**src/rtl/timer_counter_lap.sv**
```systemverilog
// Stopwatch/timer with min:sec:ms count, up/down mode, preset load and lap freeze.
// One command is acted on per edge (CLEAR > LOAD > STOP > START), otherwise LAP and tick.
module timer_counter_lap #(
  parameter int MS_MAX  = 999,
  parameter int SEC_MAX = 59,
  parameter int MIN_W   = 7,
  parameter int MIN_MAX = 99
) (
  input  logic             I_CLK,
  input  logic             I_RST,
  input  logic             I_EN_1MS,
  input  logic             I_START_EN,
  input  logic             I_STOP_EN,
  input  logic             I_CLEAR_EN,
  input  logic             I_LAP_EN,
  input  logic             I_LOAD_EN,
  input  logic             I_MODE_DOWN,
  input  logic [9:0]       I_LOAD_MS,
  input  logic [5:0]       I_LOAD_SEC,
  input  logic [MIN_W-1:0] I_LOAD_MIN,
  output logic [9:0]       O_TIMER_MS,
  output logic [5:0]       O_TIMER_SEC,
  output logic [MIN_W-1:0] O_TIMER_MIN,
  output logic             O_RUN,
  output logic             O_LAP_HOLD,
  output logic             O_DONE
);

  typedef enum logic [1:0] {IDLE, RUN, PAUSE, DONE} state_t;

  localparam logic [9:0]       MS_TOP  = 10'(MS_MAX);
  localparam logic [5:0]       SEC_TOP = 6'(SEC_MAX);
  localparam logic [MIN_W-1:0] MIN_TOP = MIN_W'(MIN_MAX);
  localparam logic [MIN_W-1:0] MIN_ONE = MIN_W'(1);

  state_t           state_q, state_d;
  logic [9:0]       ms_q, ms_d, lap_ms_q, lap_ms_d, step_ms;
  logic [5:0]       sec_q, sec_d, lap_sec_q, lap_sec_d, step_sec;
  logic [MIN_W-1:0] min_q, min_d, lap_min_q, lap_min_d, step_min;
  logic             hold_q, hold_d;
  logic             at_max, at_zero, step_zero;

  assign at_max    = (ms_q == MS_TOP) && (sec_q == SEC_TOP) && (min_q == MIN_TOP);
  assign at_zero   = (ms_q == '0) && (sec_q == '0) && (min_q == '0);
  assign step_zero = (step_ms == '0) && (step_sec == '0) && (step_min == '0);

  // One tick's worth of movement with carry/borrow; ends of range are handled by the caller.
  always_comb begin
    // NOTE: combinational blocks use blocking '=' and give every output a default first,
    // so no path leaves a variable unassigned and no latch is inferred.
    step_ms  = ms_q;
    step_sec = sec_q;
    step_min = min_q;
    if (!I_MODE_DOWN) begin
      if (ms_q == MS_TOP) begin
        step_ms = '0;
        if (sec_q == SEC_TOP) begin
          step_sec = '0;
          step_min = min_q + MIN_ONE;
        end else begin
          step_sec = sec_q + 6'd1;
        end
      end else begin
        step_ms = ms_q + 10'd1;
      end
    end else begin
      if (ms_q == '0) begin
        step_ms = MS_TOP;
        if (sec_q == '0) begin
          step_sec = SEC_TOP;
          step_min = min_q - MIN_ONE;
        end else begin
          step_sec = sec_q - 6'd1;
        end
      end else begin
        step_ms = ms_q - 10'd1;
      end
    end
  end

  always_comb begin
    state_d   = state_q;
    ms_d      = ms_q;
    sec_d     = sec_q;
    min_d     = min_q;
    lap_ms_d  = lap_ms_q;
    lap_sec_d = lap_sec_q;
    lap_min_d = lap_min_q;
    hold_d    = hold_q;

    if (I_CLEAR_EN) begin
      ms_d    = '0;
      sec_d   = '0;
      min_d   = '0;
      hold_d  = 1'b0;
      state_d = IDLE;
    end else if (I_LOAD_EN) begin
      ms_d    = (I_LOAD_MS  > MS_TOP)  ? MS_TOP  : I_LOAD_MS;
      sec_d   = (I_LOAD_SEC > SEC_TOP) ? SEC_TOP : I_LOAD_SEC;
      min_d   = (I_LOAD_MIN > MIN_TOP) ? MIN_TOP : I_LOAD_MIN;
      hold_d  = 1'b0;
      state_d = IDLE;
    end else if (I_STOP_EN) begin
      if (state_q == RUN) state_d = PAUSE;
    end else if (I_START_EN) begin
      if (state_q == IDLE)       state_d = (I_MODE_DOWN && at_zero) ? DONE : RUN;
      else if (state_q == PAUSE) state_d = RUN;
    end else begin
      if ((state_q == RUN) && I_EN_1MS) begin
        if (I_MODE_DOWN ? at_zero : at_max) begin
          state_d = DONE;
        end else begin
          ms_d  = step_ms;
          sec_d = step_sec;
          min_d = step_min;
          if (I_MODE_DOWN && step_zero) state_d = DONE;
        end
      end
      // The lap snapshot takes the post-tick value so a coinciding tick is included.
      if (I_LAP_EN && ((state_q == RUN) || (state_q == PAUSE))) begin
        hold_d = !hold_q;
        if (!hold_q) begin
          lap_ms_d  = ms_d;
          lap_sec_d = sec_d;
          lap_min_d = min_d;
        end
      end
    end
  end

  // NOTE: sequential state uses non-blocking '<=' so all registers update together on the edge.
  always_ff @(posedge I_CLK or posedge I_RST) begin
    if (I_RST) begin
      state_q   <= IDLE;
      ms_q      <= '0;
      sec_q     <= '0;
      min_q     <= '0;
      lap_ms_q  <= '0;
      lap_sec_q <= '0;
      lap_min_q <= '0;
      hold_q    <= 1'b0;
    end else begin
      state_q   <= state_d;
      ms_q      <= ms_d;
      sec_q     <= sec_d;
      min_q     <= min_d;
      lap_ms_q  <= lap_ms_d;
      lap_sec_q <= lap_sec_d;
      lap_min_q <= lap_min_d;
      hold_q    <= hold_d;
    end
  end

  assign O_TIMER_MS  = hold_q ? lap_ms_q  : ms_q;
  assign O_TIMER_SEC = hold_q ? lap_sec_q : sec_q;
  assign O_TIMER_MIN = hold_q ? lap_min_q : min_q;
  assign O_RUN       = (state_q == RUN);
  assign O_DONE      = (state_q == DONE);
  assign O_LAP_HOLD  = hold_q;

endmodule
```
**config.mk**
```make
export PLATFORM = sky130hd
export DESIGN_NAME = timer_counter_lap
export DESIGN_NICKNAME = d
export VERILOG_FILES = /design/src/rtl/timer_counter_lap.sv
export SDC_FILE = /design/constraint.sdc
export NUM_CORES = 1
export LEC_CHECK = 0
export ABC_AREA = 0
export CORE_MARGIN = 3
export CORE_UTILIZATION = 56
export DETAILED_ROUTE_END_ITERATION = 10
export GPL_ROUTABILITY_DRIVEN = 0
export MAX_ROUTING_LAYER = met4
export PLACE_DENSITY = 0.81
export REMOVE_ABC_BUFFERS = 1
export SLEW_MARGIN = 25
export SYNTH_ARGS = -nofsm -noshare
export SYNTH_HDL_FRONTEND = slang
export SYNTH_SLANG_ARGS = --single-unit
```
**constraint.sdc**
```tcl
create_clock -name I_CLK -period 8.2 [get_ports I_CLK]
set_input_delay 2.46 -clock I_CLK [delete_from_list [all_inputs] [get_ports I_CLK]]
set_output_delay 2.46 -clock I_CLK [all_outputs]
set_load 0.01 [all_outputs]
```
Word-level counts from Yosys, hierarchy flattened
Cells that the tools add are included.
{"block": "totals", "output_inout_bits": 26, "ff_bits": 49}
{"block": "op_classes", "mux": 54, "reduce_logical": 26, "n_eq_ne": 10, "magnitude_cmp": 3, "bitwise": 5, "n_addsub": 6}
{"op": "two-way mux 10 bit", "count": 11}
{"op": "two-way mux 7 bit", "count": 13}
{"op": "two-way mux 6 bit", "count": 13}
{"op": "two-way mux 2 bit", "count": 11}
{"op": "logical NOT 10 bit", "count": 2}
{"op": "logical NOT 7 bit", "count": 2}
{"op": "logical NOT 6 bit", "count": 2}
{"op": "adder 10 x 1 -> 10 bit, second input constant", "count": 1}
{"op": "equality test 10 bit, second input constant", "count": 1}
{"op": "> comparator 10 bit, second input constant", "count": 1}
{"op": "logical AND 1 bit", "count": 10}
{"op": "subtractor 10 x 1 -> 10 bit, second input constant", "count": 1}
{"op": "adder 7 x 1 -> 7 bit, second input constant", "count": 1}
{"op": "equality test 7 bit, second input constant", "count": 1}
{"op": "> comparator 7 bit, second input constant", "count": 1}
{"op": "subtractor 7 x 1 -> 7 bit, second input constant", "count": 1}
{"op": "adder 6 x 1 -> 6 bit, second input constant", "count": 1}
{"op": "equality test 6 bit, second input constant", "count": 1}
{"op": "> comparator 6 bit, second input constant", "count": 1}
{"op": "two-way mux 1 bit", "count": 6}
{"op": "inequality test 3 x 1 -> 1 bit, second input constant", "count": 2}
{"op": "inequality test 6 x 1 -> 1 bit, second input constant", "count": 1}
{"op": "AND reduction 6 bit", "count": 1}
{"op": "nonzero test 6 bit", "count": 1}
{"op": "other kinds (13)", "count": 18}

Longest topological paths before layout
{"block": "depth", "word_depth": 15, "mapped_depth": 12}

Worst setup path after synthesis
Ideal clock, no wire load.
{"block": "synth_path", "path_type": "input-to-reg", "startpoint": "input I_MODE_DOWN", "endpoint": "register state_q[0]", "n_path_buf": 1, "slack_ps": 3866, "t_arrival_ps": 4206, "t_required_ps": 8072, "stages": 8, "setup_time_ps": 128, "path_cell_list": "or4_1 buf_2 nand2b_1 a31oi_1 or3_1 nor3_2 a41oi_2 mux2_1"}
{"block": "synth_via", "elab_chain_cells": 7, "word_cells_on_any_way": 18}
{"item": "start, declared", "line_no": "17", "rtl": "input logic I_MODE_DOWN,"}
{"item": "two-way mux 10 bit, or another cell as far along", "line_no": "54", "rtl": "if (!I_MODE_DOWN) begin"}
{"item": "logical NOT 10 bit, or another cell as far along", "line_no": "45", "rtl": "assign step_zero = (step_ms == '0) && (step_sec == '0) && (step_min == '0);"}
{"item": "logical AND 1 bit / two-way mux 2 bit (equally long branches)", "line_no": "45, 109"}
{"item": "logical AND 1 bit / two-way mux 2 bit (equally long branches)", "line_no": "45, 105"}
{"item": "logical AND 1 bit / two-way mux 2 bit (equally long branches)", "line_no": "116, 103"}
{"item": "nonzero test 6 bit (no line) / two-way mux 2 bit (equally long branches)"}
{"item": "AND reduction 4 bit (no line) / two-way mux 2 bit (equally long branches)"}
{"item": "end signal, assigned", "line_no": "143", "rtl": "state_q <= state_d;"}
{"item": "end, declared", "line_no": "36", "rtl": "state_t state_q, state_d;"}
Parallel ways exist; a longest one is shown, timed or not. The select of a mux whose other input is x is not followed.
A chain may end at the register's enable or synchronous reset.

Final worst setup path
{"block": "layout_path", "startpoint": "input I_MODE_DOWN", "endpoint": "register ms_q[8]"}
{"block": "layout_via", "elab_chain_cells": 7, "word_cells_on_any_way": 8}
{"item": "two-way mux 10 bit / two-way mux 1 bit (equally long branches)", "line_no": "54, 110"}
{"item": "two-way mux 10 bit *", "line_no": "110", "rtl": "if (I_MODE_DOWN ? at_zero : at_max) begin"}
{"item": "two-way mux 10 bit *", "line_no": "109", "rtl": "if ((state_q == RUN) && I_EN_1MS) begin"}
{"item": "two-way mux 10 bit *", "line_no": "105", "rtl": "end else if (I_START_EN) begin"}
{"item": "two-way mux 10 bit *", "line_no": "103", "rtl": "end else if (I_STOP_EN) begin"}
{"item": "two-way mux 10 bit *", "line_no": "97", "rtl": "end else if (I_LOAD_EN) begin"}
{"item": "two-way mux 10 bit *", "line_no": "91", "rtl": "if (I_CLEAR_EN) begin"}
{"item": "end signal, assigned", "line_no": "144", "rtl": "ms_q <= ms_d;"}
{"item": "end, declared", "line_no": "37", "rtl": "logic [9:0] ms_q, ms_d, lap_ms_q, lap_ms_d, step_ms;"}
Mark *: on every way between the ends. The rest lies on a longest branch, timed or not. The select of a mux whose other input is x is not followed.

==> impl_metrics.json <==
{
  "required_ns": 8.40,
  "critPathBufInv": 2,
  "multi_input_area_um2": 2763,
  "max_clock_freq_ghz": 0.1937,
  "grt-ovfl-total": 0,
  "totalPowerFinal_mw": 0.6871,
  "seq_area_frac_synth_pct": 28.59,
  "final_cell_mix": "65 x nand2_1, 59 x o21ai_0, 57 x clkdlybuf4s50_1",
  "initial_core_util_pct": 58.51,
  "via_per_inst": 6.578,
  "grt_max_degree": 50,
  "status": "completed",
  "cp_top_family": "simple AND/OR/NAND/NOR gates",
  "grt_usage_pct": 30.40,
  "seq_area_um2": 1226,
  "cts_buffers": 5,
  "ctsHoldBuffers": 0,
  "syn_to_final_growth_pct": 15.02,
  "rows": 31,
  "cp-end-kind": "register",
  "clock_skew_ns": 0.01156,
  "yosysWarningCount": 0,
  "power.density_nw_per_um2": 139.3,
  "startpoint": "I_MODE_DOWN",
  "cts_sinks": 49,
  "r2r-end": "ms_q[8]",
  "r2r_start": "ms_q[0]",
  "slew-limit-headroom_pct": 39.41,
  "crit_path_max_incr_delay_ns": 0.64,
  "finalWirelength_um": 12410,
  "drc": 0,
  "core_um2": 7331,
  "r2r_cells": 10,
  "min_path_type": "reg -> reg",
  "crit_type": "in -> reg",
  "insertedDiodeCount": 0,
  "cts_tree": "done",
  "timing.final.crit_period_ns": 5.162,
  "slowest_stage": "o21ai_2",
  "path_depth": 10,
  "hold_depth": 2,
  "cts_resized": 0,
  "cts_setup_buffers": 0,
  "slew_violations": 0,
  "tightestPinTransition_ns": 0.9088,
  "cts_buffer_depth": 2,
  "ys_ff_latch": 49,
  "hold_violations": 0,
  "rrSetupSlack_ns": 4.59,
  "async_flop_share_pct": 100.0,
  "grt_pass1_wl_um": 21000,
  "vias": 4453,
  "leakage_nw": 1.927,
  "synth_edf_count": 0,
  "synth_flop_cell": "dfrtp_1",
  "start_kind": "primary input",
  "worstSkewPairLatency_ns": 0.32,
  "fp.dieH_um": 93.52,
  "fin_crit_sh_pct": 62.95,
  "drtIter0Drc": 596,
  "root_buffer": "clkbuf_8",
  "critical_path.cell_chain": "clkdlybuf4s50_1, buf_4, nand4bb_1, or4_4, o32a_1, o21ai_2, nor2_1, mux2_2, mux2i_1, nor2_1",
  "antenna_found_initial": 0,
  "syn_area_per_cell_um2": 7.742,
  "layout_commonest_cell": "nand2_1",
  "io_pins": 58,
  "die_w_um": 93.52,
  "n_fill_cell": 638,
  "synth.cell_area_um2": 4289,
  "rsz0062_at_grt": "false",
  "fp.dieArea_um2": 8745,
  "dp_hpwl_um": 8623,
  "cts.clk_slew.worst_paths_ns": 0.10,
  "final.setup.tns_ns": 0,
  "first_pass_iters": 7,
  "ir_drop_mv": 0.07904,
  "cp_max_fo": 34,
  "ant_nets": 0,
  "drive_above_1_share_pct": 9.170,
  "synth_cell_types": 73,
  "critPathCapture": "ms_q[8]",
  "setup_viol": 0,
  "fin_nets": 620,
  "maxCapViolations": 0,
  "h-tree-depth": 2,
  "cp.arrival_ns": 5.37,
  "first_global_vias": 4252,
  "synth_cells": 554,
  "port_buffers": 57,
  "wire_per_inst_um": 18.33,
  "cpMostUsedCell": "nor2_1"
}
## kinds of logic after synthesis
| logic type | after synthesis | synth area share [%] |
|---|---|---|
| AND/OR/NAND/NOR | 222 | 27.10 |
| AO/OA/AOI/OAI | 158 | 23.63 |
| buffers and inverters | 70 | 7.001 |
| flip-flops | 49 | 28.59 |
| multiplexers | 26 | 6.797 |
| XOR/XNOR | 18 | 3.676 |
| adder cells (fa/ha/maj) | 11 | 3.209 |
## worst min path at each step
stage / from / end / slack (ns)
2_1_floorplan: lap_ms_q[7] / lap_ms_q[7] / 0.44
3_3_place_gp: lap_sec_q[4] / lap_sec_q[4] / 0.46
3_5_place_dp: lap_ms_q[7] / lap_ms_q[7] / 0.46
4_1_cts: lap_ms_q[7] / lap_ms_q[7] / 0.49
5_1_grt: lap_ms_q[0] / lap_ms_q[0] / 0.51
6_report: lap_sec_q[0] / lap_sec_q[0] / 0.48
## synth_stat cells, drive strengths merged, types with 4 or more instances
cell type	number	area share, %
inv	23	2.0
nand4	14	2.0
mux2	15	3.9
mux2i	10	2.3
nand3	14	1.6
a31oi	10	1.5
xor2	8	1.6
dfrtp	49	29
nand4b	5	1.4
nor3	26	3.6
a21oi	33	3.9
ha	11	3.2
buf	12	1.9
or3	13	2.2
nor2b	5	0.73
nor4	8	1.2
a211oi	4	0.70
xnor2	10	2.0
clkbuf	35	3.1
nor2	49	4.3
o22ai	4	0.58
a311oi	4	0.82
o21ai	62	7.4
a31o	4	0.82
o21a	5	0.88
nand2	66	5.8
## area by class of cell
cell class / instances / share of cell area, %
repair buffers: 63 / 12.48
well taps: 99 / 2.511
flip-flops and latches: 49 / 24.85
clock inverters: 1 / 0.6087
clock buffers: 7 / 1.750
inverters: 23 / 1.801
multi-input cells: 435 / 56.00
## routing by layer
layer,global-route usage [%],vias to the layer above,share of wire [%]
li1,-,2066,-
met1,40.77,2039,41
met2,46.40,303,45
met3,5.712,45,10
met4,10.13,0,3.0
met5,-,-,0
## through the flow
stage | area (um^2) | std cells | worst slack, ns | utilization [%] | hold WS (ns)
final | 4933 | 677 | 3.038 | 67.30 | 0.4848
after global routing | 4933 | 677 | 2.899 | 67.30 | 0.5069
after CTS | 4933 | 677 | 3.113 | 67.30 | 0.4869
after detailed placement | 4817 | 669 | 2.797 | 65.71 | 0.4621
after global placement | 4815 | 669 | 2.890 | 65.68 | 0.4557
after floorplan | 4075 | 507 | 3.646 | - | 0.4402
## report_power, final
group | internal, mW | leakage (nW) | total [mW] | switching [mW]
Clock | 0.0997 | 0.0585 | 0.188 | 0.0886
Combinational | 0.0910 | 1.21 | 0.200 | 0.109
Sequential | 0.263 | 0.656 | 0.299 | 0.0358
## sequential cells by signal (all words and copies together), names as in the netlist
| name | count |
|---|---|
| sec_q | 6 |
| O_LAP_HOLD | 1 |
| state_q | 2 |
| lap_min_q | 7 |
| ms_q | 10 |
| lap_sec_q | 6 |
| lap_ms_q | 10 |
| min_q | 7 |
## tightest hold or removal path, delay by kind of cell (launching register included)
family	cells	cell delay, ns
compound gates	1	0.06
flops	1	0.35
simple gates	1	0.04
(Power assumes the default switching activity.)
